[src/rtl/fifo_read_stream_adapter.sv]
// FIFO read-port to valid/ready stream adapter; optional counters under RD_STREAM_STATS_EN.
// Latency: FIFO_RD_EN in cycle N gives M_VALID in cycle N+2; one word per cycle sustained.
// Backpressure: a 3-entry skid buffer absorbs the read latency; reads stop when buffer plus in-flight reaches 3.
module fifo_read_stream_adapter #(
    parameter int DATA_WIDTH = 8
) (
    input  logic                  RD_CLK,
    input  logic                  RD_RSTN,
    input  logic                  FIFO_EMPTY,
    input  logic [DATA_WIDTH-1:0] FIFO_DATA,
    output logic                  FIFO_RD_EN,
    output logic                  M_VALID,
    input  logic                  M_READY,
    output logic [DATA_WIDTH-1:0] M_DATA
`ifdef RD_STREAM_STATS_EN
    ,
    output logic [15:0]           XFER_CNT,
    output logic [15:0]           STALL_CNT
`endif
);

    typedef enum logic [1:0] {
        EMPTY_S,
        PART_S,
        FULL_S
    } state_t;

    state_t                r_state;
    logic [1:0]            r_count;
    logic [1:0]            r_head;
    logic [1:0]            r_tail;
    logic                  r_inflight;
    logic [DATA_WIDTH-1:0] r_buf [0:2];

    logic                  w_push;
    logic                  w_pop;
    logic [2:0]            w_occ;
    logic [1:0]            w_next_count;

    function automatic logic [1:0] ptr_inc(input logic [1:0] p);
        return (p == 2'd2) ? 2'd0 : p + 2'd1;
    endfunction

    assign w_push = r_inflight;
    assign w_pop  = M_VALID & M_READY;
    assign w_occ  = {1'b0, r_count} + {2'b00, r_inflight};

    // Issue decision uses only registered occupancy, never M_READY.
    assign FIFO_RD_EN = RD_RSTN & ~FIFO_EMPTY & (w_occ < 3'd3);

    assign M_VALID = (r_state != EMPTY_S);
    assign M_DATA  = r_buf[r_head];

    always_comb begin
        w_next_count = r_count;
        case ({w_push, w_pop})
            2'b10:   w_next_count = r_count + 2'd1;
            2'b01:   w_next_count = r_count - 2'd1;
            default: w_next_count = r_count;
        endcase
    end

    always_ff @(posedge RD_CLK or negedge RD_RSTN) begin
        if (!RD_RSTN) begin
            r_state    <= EMPTY_S;
            r_count    <= 2'd0;
            r_head     <= 2'd0;
            r_tail     <= 2'd0;
            r_inflight <= 1'b0;
            for (int i = 0; i < 3; i++) begin
                r_buf[i] <= '0;
            end
        end else begin
            r_inflight <= FIFO_RD_EN;
            if (w_push) begin
                r_buf[r_tail] <= FIFO_DATA;
                r_tail        <= ptr_inc(r_tail);
            end
            if (w_pop) begin
                r_head <= ptr_inc(r_head);
            end
            r_count <= w_next_count;
            case (w_next_count)
                2'd0:    r_state <= EMPTY_S;
                2'd3:    r_state <= FULL_S;
                default: r_state <= PART_S;
            endcase
        end
    end

`ifdef RD_STREAM_STATS_EN
    logic [15:0] r_xfer_cnt;
    logic [15:0] r_stall_cnt;

    always_ff @(posedge RD_CLK or negedge RD_RSTN) begin
        if (!RD_RSTN) begin
            r_xfer_cnt  <= 16'd0;
            r_stall_cnt <= 16'd0;
        end else begin
            if (M_VALID && M_READY && (r_xfer_cnt != 16'hFFFF)) begin
                r_xfer_cnt <= r_xfer_cnt + 16'd1;
            end
            if (M_VALID && !M_READY && (r_stall_cnt != 16'hFFFF)) begin
                r_stall_cnt <= r_stall_cnt + 16'd1;
            end
        end
    end

    assign XFER_CNT  = r_xfer_cnt;
    assign STALL_CNT = r_stall_cnt;
`endif

endmodule

[config.mk]
export PLATFORM = sky130hd
export DESIGN_NAME = fifo_read_stream_adapter
export DESIGN_NICKNAME = d
export VERILOG_FILES = /design/src/rtl/fifo_read_stream_adapter.sv
export SDC_FILE = /design/constraint.sdc
export NUM_CORES = 1
export LEC_CHECK = 0
export CAP_MARGIN = 30
export CORE_UTILIZATION = 25
export CTS_BUF_LIST = sky130_fd_sc_hd__clkbuf_4 sky130_fd_sc_hd__clkbuf_8
export DETAILED_ROUTE_END_ITERATION = 16
export PLACE_DENSITY = 0.49
export SLEW_MARGIN = 20
export SYNTH_ARGS = -nofsm -noshare
export SYNTH_HDL_FRONTEND = slang
export SYNTH_SLANG_ARGS = --single-unit
[constraint.sdc]
create_clock -name RD_CLK -period 1.8 [get_ports RD_CLK]
set_input_delay 0.36 -clock RD_CLK [delete_from_list [all_inputs] [get_ports RD_CLK]]
set_output_delay 0.36 -clock RD_CLK [all_outputs]
set_load 0.01 [all_outputs]
### Word level (Yosys, flattened, before mapping)

Cells that the tools add are included.

* $add $sub $neg: 5
* magnitude comparators: 4
* eq/ne operators: 5
* muxes and demuxes: 10
* bitwise operators: 6
* reduce and logical (&&, ||, !) cells: 3

Operators with widths (number)
* bitwise mux 24 bit: 1
* two-way mux 8 bit: 3
* binary-select mux 8 bit (select 2 bit): 1
* demux 8 bit (select 2 bit): 1
* == test 2 bit, second input constant: 4
* case mux 2 bit (2 select lines): 2
* adder 2 x 1 -> 2 bit, second input constant: 3
* greater-or-equal comparator 3 bit, second input constant: 2
* inverter 2 -> 3 bit: 2
* two-way mux 2 bit: 2
* adder 2 x 1 -> 3 bit: 1
* AND 1 bit: 3
* less-than comparator 3 x 1 -> 1 bit, second input constant: 1
* less-than comparator 3 x 2 -> 1 bit, second input constant: 1
* == test 2 x 1 -> 1 bit, second input constant: 1
* logical NOT 2 bit: 1
* nonzero test 2 bit: 1
* subtractor 2 x 1 -> 2 bit, second input constant: 1
* logical AND 1 bit: 1
* inverter 1 bit: 1

* flip-flop bits (word level): 33

### Logic depth before layout (Yosys ltp)

* depth in word-level cells: 6
* gate-level depth with buffers: 7
* mapped depth without buffers: 7

### Worst setup path before layout

OpenSTA, ideal clock, no wires.

* path kind: reg2out
* start point: register r_count[0]
* end point: output FIFO_RD_EN
* data arrival time: 1640 ps
* required time: 1440 ps
* slack: -200 ps
* stages on the path, launching flop included: 4
* path buffers: 0
* path through: dfrtp_1 ha_1 ha_1 a2111oi_0

* word-level cells in the longest chain between the ends: 3

RTL lines
* start: declaration: RTL line 29 `logic [1:0] r_count;`
* start signal: assignment: RTL line 82 `r_count <= w_next_count;`
* adder 2 x 1 -> 3 bit: RTL line 46 `assign w_occ = {1'b0, r_count} + {2'b00, r_inflight};`
* less-than comparator 3 x 2 -> 1 bit: RTL line 49 `assign FIFO_RD_EN = RD_RSTN & ~FIFO_EMPTY & (w_occ < 3'd3);`
* AND 1 bit: RTL line 49
* end: declaration: RTL line 11 `output logic FIFO_RD_EN,`

Every way passes these cells.

### Worst setup path after layout

Ends and elaborated chain as after synthesis.

==> run metrics <==
Pwr Total 3.60 mW; Clock Sinks 33; PwrDens 1820 mW/mm²; cts bufs inserted 5; Area Overhead vs Synth 36.4%; drt first-iter violations 13; Required @ worst endpoint 1.44 ns; Crit Path Max Fanout 2; Final setup viols 1; Crit. End Element output pin; Routed Antenna Nets 0; fin crit share 1.06; max-cap viol count 0; R2R Setup Slk 0.14 ns; io pins 22; Final Hold Slack 0.505 ns; number of synthesized register bits 33; Final Hold Vio Count 0; number of global-route vias before repair 1000; worst vdd ir 0.717 mV; initial antenna violation count 0; Syn Inst Count 110; compound-gate portion of the synthesized area 0.0509; outcome finished with violations; Clock H-tree levels 2; Final Skew 0.00167 ns; ant diodes 0; Core Util, Final 0.357; Setup Crit Path Kind register to output pin; Fmax 0.522 GHz; post-DP HPWL 2.06 mm; die height 78.2 µm; Startpoint Class register; Synth Area in XOR/XNOR 0.0241; fraction of layout cells with a size suffix above 1 0.430; Die X 78.2 µm; CTS Root Buffer Type clkbuf_8; Syn Area/Cell 13.2 µm²; R2R depth 6; later-pin clock latency in the skew report 0.28 ns; combinational family with the most area after synthesis multiplexers; pin count of the biggest net entering global routing 34; first-pass GRT wire length 4.82 mm; mux contribution to synthesized area 0.249; Clock transition at path regs 0.06 ns; CTS max path bufs 2; Via density 4.27; failing checks negative setup slack; die area 0.00611 mm²; CTS tree built; Mapped Nets 126; Rel. slew slack 0.676; routed wire length per instance 12.9 µm; Synth cell types 21; number of remaining DRC errors 0; Arr. time, crit path 1.55 ns; Lkg Pwr 0.886 nW; initial core utilization 0.262; CP endpoint FIFO_RD_EN; I/O Buffers 21; hold_buf cts 0; Rows 27; Layout Nets 166; core area 0.00554 mm²; Yosys warnings 0; crit path time final 1.91 ns; post-synthesis adder-cell area fraction 0.0345; crit path launch r_count[0]; placer congestion estimate 0.702; reg-to-reg endpoint r_state[0]; Final Worst Setup Slack -0.115 ns; GRT Overall Usage 0.107; worst-margin pin slew 0.484 ns; DR pass1 iterations 4; Pins Over Slew Limit 0; register area share after synthesis 0.569; via count 952; Hold Path Cell Cnt 1; Synth Area in Simple Gates 0.0500; Post-Syn Area 0.00145 mm²; total gr overflow 0; Routed WL 2.88 mm; RSZ-0062 raised after global routing true; Worst Hold Class register to register; Worst R2R Start r_state[1]
[Yosys cell counts]
cell / number / share of area
o21ai_0: 10 / 0.034
nor3_2: 1 / 0.0069
dfrtp_1: 33 / 0.57
xor2_1: 2 / 0.012
nor3_1: 1 / 0.0034
inv_1: 3 / 0.0078
nand2_1: 8 / 0.021
a2111oi_0: 1 / 0.0060
mux2_2: 25 / 0.19
a21o_1: 2 / 0.010
or2_2: 1 / 0.0043
nor2_1: 1 / 0.0026
mux2i_1: 8 / 0.055
xnor2_1: 2 / 0.012
clkbuf_1: 2 / 0.0052
or3_1: 1 / 0.0043
buf_2: 2 / 0.0069
inv_2: 1 / 0.0026
nor2b_1: 1 / 0.0043
nand3_1: 1 / 0.0034
ha_1: 4 / 0.034
[worst max-delay path: stages, from the launching register on]
cell,delay [ns]
dfrtp_1,0.38
ha_2,0.20
ha_4,0.22
a2111oi_4,0.29
buf_2,0.19
[through the flow]
stage / cell area, µm² / std cells / worst slack [ns] / TNS [ns]
5_1_grt: 1980 / 223 / -0.228 / -0.228
3_5_place_dp: 1850 / 214 / -0.401 / -0.932
2_1_floorplan: 1460 / 110 / 0.0690 / 0
3_3_place_gp: 1850 / 214 / -0.374 / -1.18
6_report: 1980 / 223 / -0.115 / -0.115
4_1_cts: 1970 / 223 / -0.125 / -0.125
[registers in the layout, indices dropped and copies added (netlist names), named ones only]
register,flops
r_inflight,1
r_head,2
r_state,2
r_buf,24
r_tail,2
r_count,1
[power by group]
group	internal (mW)	switching [mW]
logic	0.881	0.680
clock network	0.466	0.252
registers	1.12	0.198
total	2.47	1.13
[metal layers]
layer	global-route usage	routed length [µm]	vias up
met1	0.123	1230	468
met5	0	0	-
li1	-	-	461
met2	0.177	1470	16
met3	0.0419	133	7
met4	0.0444	48	0
[worst min path at each step]
stage / slack [ns] / endpoint / start
after floorplan: 0.06 / asynchronous set/reset pin / RD_RSTN
after global placement: 0.49 / r_buf[2] / r_buf[2]
after global routing: 0.52 / r_buf[20] / r_buf[20]
after CTS: 0.51 / r_buf[14] / r_buf[14]
after detailed placement: 0.49 / r_buf[14] / r_buf[14]
final: 0.51 / r_buf[22] / r_buf[22]
[final cells by class]
| type | instances | area [µm²] |
|---|---|---|
| Clock buffer | 7 | 90.1 |
| Clock inverter | 1 | 30.0 |
| Fill cell | 570 | 3560 |
| Inverter | 4 | 15.0 |
| Multi-Input combinational cell | 69 | 629 |
| Sequential cell | 33 | 826 |
| Tap cell | 72 | 90.1 |
| Timing Repair Buffer | 37 | 299 |
[cells in the final DEF, fill, tap and decap left out, drive strengths merged, types with 2 or more instances in the layout]
cell type       n
a21o            2
mux2i           8
clkbuf          9
buf            23
mux2           25
ha              4
dfrtp          33
xor2            2
inv             4
nor3            2
clkdlybuf4s50  11
nand2           8
xnor2           2
o21ai          10
[what timing repair did]
action | 4_1_cts | 5_1_grt
buffers inserted | 1 | 0
endpoints found under the setup margin | 10 | 8
pin swaps | 1 | 1
gates cloned | 0 | 0
gates resized for setup | 39 | 10
[cells by family (layout without fill, tap and decap cells)]
group	Yosys count	count (layout)
muxes	33	33
DFF	33	33
and+or+nand+nor	15	15
AOI/OAI and AO/OA	13	13
buffers and inverters	8	49
adders and majority gates	4	4
xor gates and xnor gates	4	4
Power figures use the tool's default switching activity.
==> RTL change 1 (config.mk and constraints unchanged) <==
Build with the macro `RD_STREAM_STATS_EN` defined.
--- a/src/rtl/fifo_read_stream_adapter.sv
+++ b/src/rtl/fifo_read_stream_adapter.sv
@@ -1,6 +1,8 @@
 // FIFO read-port to valid/ready stream adapter; optional counters under RD_STREAM_STATS_EN.
 // Latency: FIFO_RD_EN in cycle N gives M_VALID in cycle N+2; one word per cycle sustained.
 // Backpressure: a 3-entry skid buffer absorbs the read latency; reads stop when buffer plus in-flight reaches 3.
+`define RD_STREAM_STATS_EN
+
 module fifo_read_stream_adapter #(
     parameter int DATA_WIDTH = 8
 ) (
Formal check against the unedited RTL (old outputs only; new: STALL_CNT and XFER_CNT): equivalent (equiv_simple and equiv_induct, registers matched by name and starting in step).
==> RTL change 1 against the unedited design <==
The flow still finishes with violations (negative setup slack); critical path type unchanged; critical endpoint unchanged; power is 78% higher; routed wire length is 140% higher; worst setup slack lost 0.063 ns; critical path depth unchanged; synthesized area rose by 110%; die area rose by 110%; via count is 140% higher; clock skew is 0.011 ns higher; cell area rose by 120%; non-clock buffer count grew 50; cell count grew 120%; combinational power grew 65%; sequential cell count increased by 32.
==> RTL change 1: results (changes against the unedited design) <==
status:
  status: "finished with violations"  # unchanged
  violations: "negative setup slack"  # unchanged
cts:
  numCtsBuffers: 9  # was 5
  insertion_delay_ns: 0.35  # was 0.28 ns
  cts.clk_slew.worst_paths_ns: 0.09  # was 0.06 ns
  htreeDepth: 3  # was 2
finish:
  final_nets: 365  # was 166
  stdcell_count: 499  # was 223
  layout-drive-gt1-share_pct: 36.4  # was 43.0%
  nFillCells: 1200  # was 570
logic_synthesis:
  ys_seq_area_share_pct: 53.0  # was 56.9%
  netlist_instances: 254  # was 110
  syn-num-nets: 272  # was 126
  synth_area_leaders: "dfrtp_1, mux2_2, xnor2_1, nand4_1, mux2i_1"  # was dfrtp_1, mux2_2, mux2i_1, ha_1, o21ai_0
  synth_cell_type_count: 45  # was 21
pwr:
  p_sw_share_pct: 34.1  # was 31.4%
  ir_worst_vdd_mv: 0.660  # was 0.717 mV
  p_leak_nw: 1.87  # was 0.886 nW
placed_design:
  pre_cts_ws_ns: -0.414  # was -0.401 ns
  port_buffers: 53  # was 21
  place_area_sq_um: 4030  # was 1850 sq um
  dp_cells: 482  # was 214
  hpwl_microns: 4900  # was 2060 microns
  gp_congestion: 0.744  # was 0.702
route:
  dr.pass1.iters: 4  # unchanged
  viasPerCell: 4.56  # was 4.27
  drtIter0Drc: 55  # was 13
  met1_length_microns: 3360  # was 1230 microns
  wl_met2_microns: 3110  # was 1470 microns
  wl_met3_microns: 266  # was 133 microns
sta:
  worst_pin_slew_ns: 0.837  # was 0.484 ns
  setup_violations: 2  # was 1
  worst_slack_ns: -0.177  # was -0.115 ns
setup_path:
  slowest_delay_ns: 0.40  # was 0.38 ns
  arrival_ns: 1.62  # was 1.55 ns
  r2r_end: "STALL_CNT[1]"  # was r_state[0]
global_routing:
  grt.total_usage_pct: 11.8  # was 10.7%
hold_path:
  hold_class: "in -> async"  # was reg -> reg
RTL change 1: cell count changes in the layout (fill, tap and decap cells not counted), moves of 8 or more:
cell,unedited run,this run
o21ai_2,0,8
nand4_1,0,14
nand3_1,1,10
nand2_2,0,8
clkdlybuf4s50_1,11,39
buf_4,13,30
xnor2_1,2,19
dfrtp_1,33,58
RTL change 1: power groups by stage:
stage	Combinational [W]	Sequential [W]	Clock, W
floorplan	0.00122	0.00239	0
global placement	0.00253	0.00237	0
detailed placement	0.00255	0.00239	0
CTS	0.00254	0.00237	0.00148
global route	0.00286	0.00248	0.00153
finish	0.00258	0.00240	0.00142
RTL change 1: final cells by class:
class | instances | area [sq um] | share of cell area (%)
repair buffers | 87 | 766 | 17.7
multi-input cells | 178 | 1490 | 34.5
clock buffers | 9 | 124 | 2.87
flip-flops and latches | 65 | 1640 | 37.9
clock inverters | 7 | 100 | 2.32
inverters | 6 | 22.5 | 0.521
well taps | 147 | 184 | 4.26
RTL change 1: through the flow:
stage	util, %	hold WS [ns]	setup TNS [ns]	power [W]
floorplan	-	0.0644	0	0.00361
finish	36.0	0.229	-0.181	0.00641
CTS	35.5	0.284	-0.252	0.00638
global route	36.0	0.307	-0.405	0.00687
detailed placement	33.5	0.494	-6.10	0.00494
global placement	33.5	0.488	-5.36	0.00490
RTL change 1: per-layer routing:
layer | global-route usage (%) | up-vias
li1 | - | 1116
met1 | 15.1 | 1100
met2 | 19.0 | 46
met3 | 3.27 | 11
met4 | 4.27 | 0
met5 | 0 | -
RTL change 1: how the worst min path moves through the flow:
stage | slack (ns) | start | endpoint | cells after the start
after global routing | 0.31 | RD_RSTN | r_buf[5] | 2
after global placement | 0.49 | r_buf[6] | r_buf[6] | 1
after CTS | 0.28 | RD_RSTN | r_buf[21] | 2
after detailed placement | 0.49 | r_buf[12] | r_buf[12] | 1
final | 0.23 | RD_RSTN | r_buf[5] | 2
after floorplan | 0.06 | RD_RSTN | STALL_CNT[0] | 0
RTL change 1: worst register-to-register path, delay by kind of cell (launching register included):
| family | cells | cell delay [ns] |
|---|---|---|
| multiplexers | 1 | 0.30 |
| AND/OR/NAND/NOR | 3 | 0.57 |
| adder cells (fa/ha/maj) | 1 | 0.25 |
| flip-flops | 1 | 0.42 |
RTL change 1: cells by family after synthesis:
group | Yosys count | synth area share [%]
buffers and inverters | 11 | 1.43
AND/OR/NAND/NOR | 77 | 15.5
XOR/XNOR | 27 | 7.70
multiplexers | 37 | 13.5
flip-flops | 65 | 53.0
adder cells (fa/ha/maj) | 6 | 2.45
AO/OA/AOI/OAI | 31 | 6.44
RTL change 1: what timing repair did:
item,in CTS,in global routing
pin swaps,3,6
gates resized for setup,51,27
setup endpoints to repair,11,18
setup buffers,1,0
==> RTL change 2 (same flow settings) <==
Made on the original files. Re-encode `state_t` (3 states) as one-hot, 3 bits wide.
--- a/src/rtl/fifo_read_stream_adapter.sv
+++ b/src/rtl/fifo_read_stream_adapter.sv
@@ -19,10 +19,10 @@
 `endif
 );
 
-    typedef enum logic [1:0] {
-        EMPTY_S,
-        PART_S,
-        FULL_S
+    typedef enum logic [2:0] {
+        EMPTY_S = 3'b001,
+        PART_S  = 3'b010,
+        FULL_S  = 3'b100
     } state_t;
 
     state_t                r_state;
Behaviour: no difference found for any inputs over 10 cycles, from zero or initial values and one cycle with RD_RSTN low; not proved beyond that.
==> RTL change 2 against the unedited design <==
The run still ends with negative setup slack left; sequential power grew 4%; sequential cell count is 1 higher; cell area increased by 8.3%; synthesized area is 6.7% higher; worst setup slack lost 0.028 ns; power rose by 9.6%; utilization rose by 0.28 points; clock skew is 0.0085 ns higher; routed wire length is 8.9% higher; combinational power is 12% higher; largest power group unchanged.
==> RTL change 2: results (changes against the unedited design) <==
global_routing:
  grt_pass1_wl_microns: 5250  # was 4820 microns
  grt_max_degree: 35  # was 34
  use_met1_pct: 13.6  # was 12.3%
  use_met3_pct: 2.73  # was 4.19%
  grt_use_met2_pct: 18.7  # was 17.7%
  grt.total_usage_pct: 11.0  # was 10.7%
logic_synthesis:
  synth_compound_area_share_pct: 4.28  # was 5.09%
  synth_area_leaders: "dfrtp_1, mux2_2, mux2_4, mux2i_1, ha_1"  # was dfrtp_1, mux2_2, mux2i_1, ha_1, o21ai_0
  synth_xor_area_share_pct: 2.83  # was 2.41%
  ys_top_cells_by_count: "dfrtp_1, mux2_2, nand2_1"  # was dfrtp_1, mux2_2, o21ai_0
  mappedNetlistArea_sq_um: 1550  # was 1450 sq um
  syn-num-nets: 133  # was 126
  synth_cell_type_count: 24  # was 21
route:
  drtIter0Drc: 67  # was 13
  wl_met2_microns: 1550  # was 1470 microns
  wl_met3_microns: 131  # was 133 microns
  vias: 1006  # was 952
  routed_wl_microns: 3130  # was 2880 microns
  viasPerCell: 4.28  # was 4.27
hold_path:
  min_from: "r_buf[23]"  # was r_buf[22]
  holdPathEnd: "r_buf[23]"  # was r_buf[22]
setup_path:
  cpLargestDelayFamily: "simple AND/OR/NAND/NOR gates"  # was adder cells
  critical_path_class: "reg -> reg"  # was reg -> out
  crit_slowest_cell: "dfstp_2"  # was dfrtp_1
  r2r_cells: 8  # was 6
  r2r_end: "r_state[1]"  # was r_state[0]
  r2r-start: "r_state[0]"  # was r_state[1]
status:
  status: "finished with violations"  # unchanged
  violations: "negative setup slack"  # unchanged
sta:
  setup_tns_ns: -0.361  # was -0.115 ns
  worst_slack_ns: -0.143  # was -0.115 ns
  setup_violations: 4  # was 1
  skew_ns: 0.0101  # was 0.00167 ns
finish:
  n_sequential_cell: 34  # was 33
  clkCellAreaFrac_pct: 6.42  # was 6.07%
  syn_to_final_growth_pct: 38.4  # was 36.4%
  seqCellArea_sq_um: 853  # was 826 sq um
  multi_input_area_share_pct: 33.9  # was 31.8%
  nFillCells: 607  # was 570
  final_nets: 175  # was 166
  layout-drive-gt1-share_pct: 47.5  # was 43.0%
pwr:
  p_leak_nw: 0.975  # was 0.886 nW
  p_sw_share_pct: 31.0  # was 31.4%
placed_design:
  place_area_sq_um: 1990  # was 1850 sq um
  gp_congestion: 0.709  # was 0.702
[RTL change 2: repair_timing]
| action | CTS | global route |
|---|---|---|
| setup endpoints to repair | 12 | 13 |
| setup buffers | 3 | 2 |
| gates cloned | 0 | 0 |
| pin swaps | 4 | 0 |
| hold endpoints to repair | 0 | 0 |
| gates resized for setup | 28 | 18 |
[RTL change 2: worst max path at each step]
stage	endpoint	slack [ns]
after floorplan	r_state[1]	-0.15
after global placement	FIFO_RD_EN	-0.48
after global routing	r_state[1]	-0.24
after detailed placement	FIFO_RD_EN	-0.47
final	r_state[1]	-0.14
after CTS	FIFO_RD_EN	-0.16
[RTL change 2: power groups by stage]
stage	Sequential (W)	Combinational, W	Clock, W
6_report	0.00137	0.00174	0.000836
2_1_floorplan	0.00134	0.00105	0
4_1_cts	0.00137	0.00183	0.000852
3_5_place_dp	0.00137	0.00183	0
5_1_grt	0.00142	0.00192	0.000888
3_3_place_gp	0.00135	0.00180	0
